File: src/rtl/seq_div_pkg.sv
// Shared types and elaboration helpers for the sequential restoring divider.
// Holds the FSM state encoding and the per-operation sign/overflow flags.
package seq_div_pkg;

  typedef enum logic [1:0] {
    IDLE = 2'd0,
    RUN  = 2'd1,
    DONE = 2'd2
  } state_e;

  // Captured at accept time so the result can be sign-corrected after the last step.
  typedef struct packed {
    logic neg_quo;
    logic neg_rem;
    logic ovf;
  } op_flags_t;

  // Bits needed to hold values 0 .. value-1; used to size the iteration counter.
  function automatic int clog2(input int value);
    int bits;
    bits = 0;
    for (int v = value - 1; v > 0; v = v >> 1) begin
      bits++;
    end
    if (bits < 1) begin
      bits = 1;
    end
    return bits;
  endfunction

endpackage

File: src/rtl/div_sign_fix.sv
// Conditional two's-complement negation of a pair of operands.
// Used once to take magnitudes of the inputs and once to sign-correct the results.
module div_sign_fix
  import seq_div_pkg::*;
#(
  parameter int WIDTH = 8
) (
  input  logic [WIDTH-1:0] a_i,
  input  logic             neg_a_i,
  input  logic [WIDTH-1:0] b_i,
  input  logic             neg_b_i,
  output logic [WIDTH-1:0] a_o,
  output logic [WIDTH-1:0] b_o
);

  assign a_o = neg_a_i ? (~a_i + WIDTH'(1)) : a_i;
  assign b_o = neg_b_i ? (~b_i + WIDTH'(1)) : b_i;

endmodule

File: src/rtl/seq_div.sv
// Sequential radix-2 restoring divider, one quotient bit per clock, MSB first.
// Signed operation works on magnitudes and fixes the signs on the way out.
module seq_div
  import seq_div_pkg::*;
#(
  parameter int WIDTH     = 8,
  parameter bit SIGNED_EN = 1'b1
) (
  input  logic             clk,
  input  logic             rst,
  input  logic             start,
  input  logic             signed_mode,
  input  logic [WIDTH-1:0] in1,
  input  logic [WIDTH-1:0] in2,
  output logic             busy,
  output logic             done,
  output logic [WIDTH-1:0] out,
  output logic [WIDTH-1:0] rem,
  output logic             dbz,
  output logic             ovf
);

  localparam int               CNT_W    = clog2(WIDTH);
  localparam logic [CNT_W-1:0] CNT_LOAD = CNT_W'(WIDTH - 1);
  localparam logic [WIDTH-1:0] MIN_VAL  = {1'b1, {(WIDTH-1){1'b0}}};

  state_e           state_q, state_d;
  logic [CNT_W-1:0] cnt_q, cnt_d;
  logic [WIDTH-1:0] prem_q, prem_d;   // partial remainder
  logic [WIDTH-1:0] quo_q, quo_d;     // dividend bits shift out, quotient bits shift in
  logic [WIDTH-1:0] dvs_q, dvs_d;     // divisor magnitude
  op_flags_t        flags_q, flags_d;
  logic [WIDTH-1:0] out_q, out_d;
  logic [WIDTH-1:0] rem_q, rem_d;
  logic             dbz_q, dbz_d;
  logic             ovf_q, ovf_d;

  logic             in_signed;
  logic             neg1, neg2;
  logic [WIDTH-1:0] mag1, mag2;
  logic             accept;
  logic             div_zero;
  logic             last_step;
  logic [WIDTH:0]   shifted;
  logic [WIDTH:0]   trial;
  logic             fits;
  logic [WIDTH-1:0] step_rem, step_quo;
  logic [WIDTH-1:0] res_quo, res_rem;

  assign in_signed = SIGNED_EN && signed_mode;
  assign neg1      = in_signed && in1[WIDTH-1];
  assign neg2      = in_signed && in2[WIDTH-1];
  assign accept    = (state_q == IDLE) && start;
  assign div_zero  = (in2 == '0);
  assign last_step = (state_q == RUN) && (cnt_q == '0);

  div_sign_fix #(.WIDTH(WIDTH)) u_abs (
    .a_i     (in1),
    .neg_a_i (neg1),
    .b_i     (in2),
    .neg_b_i (neg2),
    .a_o     (mag1),
    .b_o     (mag2)
  );

  // One restoring step: bring down the next dividend bit, keep the difference if it fits.
  assign shifted  = {prem_q, quo_q[WIDTH-1]};
  assign trial    = shifted - {1'b0, dvs_q};
  assign fits     = ~trial[WIDTH];
  assign step_rem = fits ? trial[WIDTH-1:0] : shifted[WIDTH-1:0];
  assign step_quo = {quo_q[WIDTH-2:0], fits};

  div_sign_fix #(.WIDTH(WIDTH)) u_fix (
    .a_i     (step_quo),
    .neg_a_i (flags_q.neg_quo),
    .b_i     (step_rem),
    .neg_b_i (flags_q.neg_rem),
    .a_o     (res_quo),
    .b_o     (res_rem)
  );

  // NOTE: sequential state uses non-blocking assignments so every register samples
  // pre-edge values; blocking here would make results depend on statement order.
  always_ff @(posedge clk or posedge rst) begin
    if (rst) begin
      state_q <= IDLE;
    end else begin
      state_q <= state_d;
    end
  end

  // NOTE: every combinational output gets a default first; a missing branch
  // would otherwise infer a latch.
  always_comb begin
    state_d = state_q;
    unique case (state_q)
      IDLE:    if (start) state_d = div_zero ? DONE : RUN;
      RUN:     if (cnt_q == '0) state_d = DONE;
      DONE:    state_d = IDLE;
      default: state_d = IDLE;
    endcase
  end

  always_comb begin
    busy = 1'b0;
    done = 1'b0;
    case (state_q)
      RUN:     busy = 1'b1;
      DONE:    done = 1'b1;
      default: ;
    endcase
  end

  always_comb begin
    prem_d  = prem_q;
    quo_d   = quo_q;
    dvs_d   = dvs_q;
    cnt_d   = cnt_q;
    flags_d = flags_q;
    out_d   = out_q;
    rem_d   = rem_q;
    dbz_d   = dbz_q;
    ovf_d   = ovf_q;
    if (accept) begin
      prem_d          = '0;
      quo_d           = mag1;
      dvs_d           = mag2;
      cnt_d           = CNT_LOAD;
      flags_d.neg_quo = neg1 ^ neg2;
      flags_d.neg_rem = neg1;
      flags_d.ovf     = in_signed && (in1 == MIN_VAL) && (in2 == '1);
      // Zero divisor bypasses RUN, so its results are published right away.
      if (div_zero) begin
        out_d = '1;
        rem_d = in1;
        dbz_d = 1'b1;
        ovf_d = 1'b0;
      end
    end else if (state_q == RUN) begin
      prem_d = step_rem;
      quo_d  = step_quo;
      cnt_d  = cnt_q - CNT_W'(1);
      if (last_step) begin
        out_d = res_quo;
        rem_d = res_rem;
        dbz_d = 1'b0;
        ovf_d = flags_q.ovf;
      end
    end
  end

  // NOTE: all datapath registers are reset, so an aborted division leaves no residue.
  always_ff @(posedge clk or posedge rst) begin
    if (rst) begin
      prem_q  <= '0;
      quo_q   <= '0;
      dvs_q   <= '0;
      cnt_q   <= '0;
      flags_q <= '0;
      out_q   <= '0;
      rem_q   <= '0;
      dbz_q   <= 1'b0;
      ovf_q   <= 1'b0;
    end else begin
      prem_q  <= prem_d;
      quo_q   <= quo_d;
      dvs_q   <= dvs_d;
      cnt_q   <= cnt_d;
      flags_q <= flags_d;
      out_q   <= out_d;
      rem_q   <= rem_d;
      dbz_q   <= dbz_d;
      ovf_q   <= ovf_d;
    end
  end

  assign out = out_q;
  assign rem = rem_q;
  assign dbz = dbz_q;
  assign ovf = ovf_q;

endmodule

File: config.mk
export PLATFORM = sky130hd
export DESIGN_NAME = seq_div
export DESIGN_NICKNAME = d
export VERILOG_FILES = /design/src/rtl/seq_div_pkg.sv /design/src/rtl/div_sign_fix.sv /design/src/rtl/seq_div.sv
export SDC_FILE = /design/constraint.sdc
export NUM_CORES = 1
export LEC_CHECK = 0
export ABC_AREA = 1
export BUFFER_PORTS_ARGS = -buffer_cell sky130_fd_sc_hd__buf_4
export CAP_MARGIN = 30
export CORE_AREA = 2 2 102 104
export CTS_CLUSTER_SIZE = 10
export DETAILED_ROUTE_END_ITERATION = 16
export DIE_AREA = 0 0 104 106
export PLACE_DENSITY_LB_ADDON = 0.15
export SLEW_MARGIN = 20
export SYNTH_ARGS = -nofsm -noshare
export SYNTH_HDL_FRONTEND = slang
export SYNTH_SLANG_ARGS = --single-unit
File: constraint.sdc
create_clock -name clk -period 6.08 [get_ports clk]
set_input_delay 0.608 -clock clk [delete_from_list [all_inputs] [get_ports clk]]
set_output_delay 0.608 -clock clk [all_outputs]
set_load 0.03 [all_outputs]
==> impl_metrics.tcl <==
set metrics [dict create \
    reg2reg_depth 7 \
    clk_latency_ns 0.31 \
    cts_tree "built" \
    first_iter_violations 190 \
    required_ns 6.30 \
    synth_ff_type "dfrtp_1" \
    critPathMaxFanout 37 \
    track_usage 0.175 \
    met3_usage 0.0282 \
    synthAdderAreaFrac 0.0609 \
    post_cts_resize_count 0 \
    period_needed_ns 3.01 \
    grt_max_degree 51 \
    use_met2 0.298 \
    pin_count 40 \
    antenna_found_initial 0 \
    synth-seq-cells 50 \
    detail-route-antenna-nets 0 \
    synth_edf_count 0 \
    port_buffers 39 \
    diodes 0 \
    gr-max-usage-layer "met2" \
    cts.sinks 50 \
    setup_violations 0 \
    rsz0062_at_grt "false" \
    nNetsFinal 528 \
    syn-cell-area_um2 3410 \
    max_freq_ghz 0.332 \
    cts_buffer_depth 2 \
    num_rows 37 \
    yosysWarnings 0 \
    final.setup.tns_ns 0 \
    cts-root-buf "clkbuf_8" \
    syn2layout_area_growth_pct 14.8 \
    wl_per_cell_um 14.4 \
    period_share 0.495 \
    drc 0 \
    yosys.area_share.simple 0.301 \
    synth_nets 492 \
    cts_hold_buffers 0 \
    status "complete, no violations" \
    seq_area_frac_synth 0.367 \
    path_clk_slew_ns 0.10 \
    critPathLaunchType "flop" \
    viasPerCell 4.86 \
    maxCapViolCount 0 \
    slew_headroom 0.514 \
    synth_compound_area_frac 0.159 \
    place.gp.congestion 0.813 \
    grt_overflow 0 \
    r2r_end "quo_q[4]$_DFFE_PP0P_" \
    synth_top_family_by_area "simple AND/OR/NAND/NOR gates" \
    wl_mm 9.04 \
    first_pass_iters 4 \
    grt_use_met1 0.231 \
    start_util 0.341 \
    maxSlewViolCount 0 \
    rrSetupSlack_ns 3.07 \
    cts_setup_buffers 0 \
    synthCells 456 \
    core_area_um2 10000 \
    worst_pin_slew_ns 0.728 \
    cts_inserted_buffers 5 \
    crit_type "reg2reg" \
    dpl.hpwl_mm 6.92 \
    place_area_um2 3820 \
    fp.dieArea_um2 11000 \
    synth.avg_cell_area_um2 7.48 \
    timing.rr.start "state_q[0]$_DFFE_PP0P_" \
    worstPathArrival_ns 3.23 \
    ys_types 39 \
    grt_pass1_vias 2991 \
    die_y_um 106 \
    final_cell_mix "nand2_1, inv_1, dfrtp_1, buf_4, nand3_1" \
    final_common_cell "nand2_1" \
    dieWidth_um 104 \
    hp-class "in2async" \
    hold_viol_final 0 \
    design_area_um2 3920 \
    grt_pass1_wl_mm 15.4 \
    cp-end-kind "flop" \
    drive_gt1_frac 0.172 \
    htreeDepth 2 \
    synthArstFlopShare 1.00 \
    skew_ns 0.00772 \
    synth_xor_area_frac 0.0180 \
    synth_mux_area_frac 0 \
    vias 3058 \
]
-- cell usage after synthesis (2+ instances only) --
cell type    n  area share
nand3_1     37       0.054
ha_1        15       0.055
nand3_2      9       0.026
nand2_4      6       0.020
nand3b_1     2      0.0044
dfrtp_1     50        0.37
a21oi_1     15       0.022
o311ai_0     2      0.0051
a21oi_2      3      0.0077
nand2_2     13       0.024
o211ai_1     4      0.0088
nor3_1       7       0.010
o221ai_1     3      0.0077
a22oi_1      5       0.011
xnor2_1      2      0.0051
nand2_1    100        0.11
inv_1       68       0.075
o21ai_0     26       0.038
clkbuf_1     9      0.0099
nor2_1      36       0.040
buf_4        2      0.0044
xor2_1       5       0.013
a31oi_1      6       0.011
a21o_1       2      0.0044
nor2_2       2      0.0037
o31ai_1      3      0.0066
o22ai_1     11       0.020
nand4_1      2      0.0037
-- area by class of cell --
cell class,count,area (um2)
fillers,1089,6080
multi-input cells,325,1840
flip-flops and latches,50,1250
repair buffers,41,308
inverters,69,259
well taps,136,170
clock buffers,7,86.3
clock inverters,1,5.00
-- through the flow --
step | worst slack (ns) | std cells | utilization | hold WS, ns
floorplan | 3.62 | 456 | - | 0.437
global placement | 2.95 | 621 | 0.383 | 0.473
detailed placement | 2.84 | 621 | 0.383 | 0.471
CTS | 3.06 | 629 | 0.392 | 0.497
global route | 2.68 | 629 | 0.392 | 0.519
finish | 3.07 | 629 | 0.392 | 0.459
-- cell families (layout without fill, tap and decap cells) --
group / Yosys count / in the layout
AND/OR/NAND/NOR: 216 / 216
AO/OA/AOI/OAI: 86 / 86
adder cells (fa/ha/maj): 16 / 16
buffers and inverters: 81 / 118
XOR/XNOR: 7 / 7
flip-flops: 50 / 50
-- metal layers --
layer  up-vias  share of wire
li1       1577              -
met1      1428           0.47
met2        45           0.49
met3         8          0.028
met4         0          0.011
met5         -              0
-- critical path, cell delays in order (launching register included) --
cell and delay (ns):
dfrtp_1 0.39, inv_1 0.09, nand3_2 0.57, inv_1 0.78, nor2_1 0.25, inv_1 0.49
o311ai_0 0.23, o21ai_0 0.11
-- worst max-delay path by stage --
stage                                 from                   end  slack, ns
finish              state_q[0]$_DFFE_PP0P_  quo_q[4]$_DFFE_PP0P_       3.07
global route        state_q[0]$_DFFE_PP0P_  quo_q[5]$_DFFE_PP0P_       2.68
CTS                 state_q[1]$_DFFE_PP0P_  quo_q[5]$_DFFE_PP0P_       3.06
detailed placement                   start  quo_q[4]$_DFFE_PP0P_       2.84
global placement                     start  quo_q[5]$_DFFE_PP0P_       2.95
floorplan             quo_q[7]$_DFFE_PP0P_    rem[2]$_DFFE_PP0P_       3.62
-- flip-flops by register name (all words and copies together) (netlist names) --
register	count
out	8
quo_q	8
dvs_q	8
rem	8
cnt_q	3
state_q	2
prem_q	8
ovf	1
dbz	1
flags_q	3
Power is left out: the tool's default activity adds up to more than one toggle a clock period on the data nets, which glitch-free logic cannot reach.
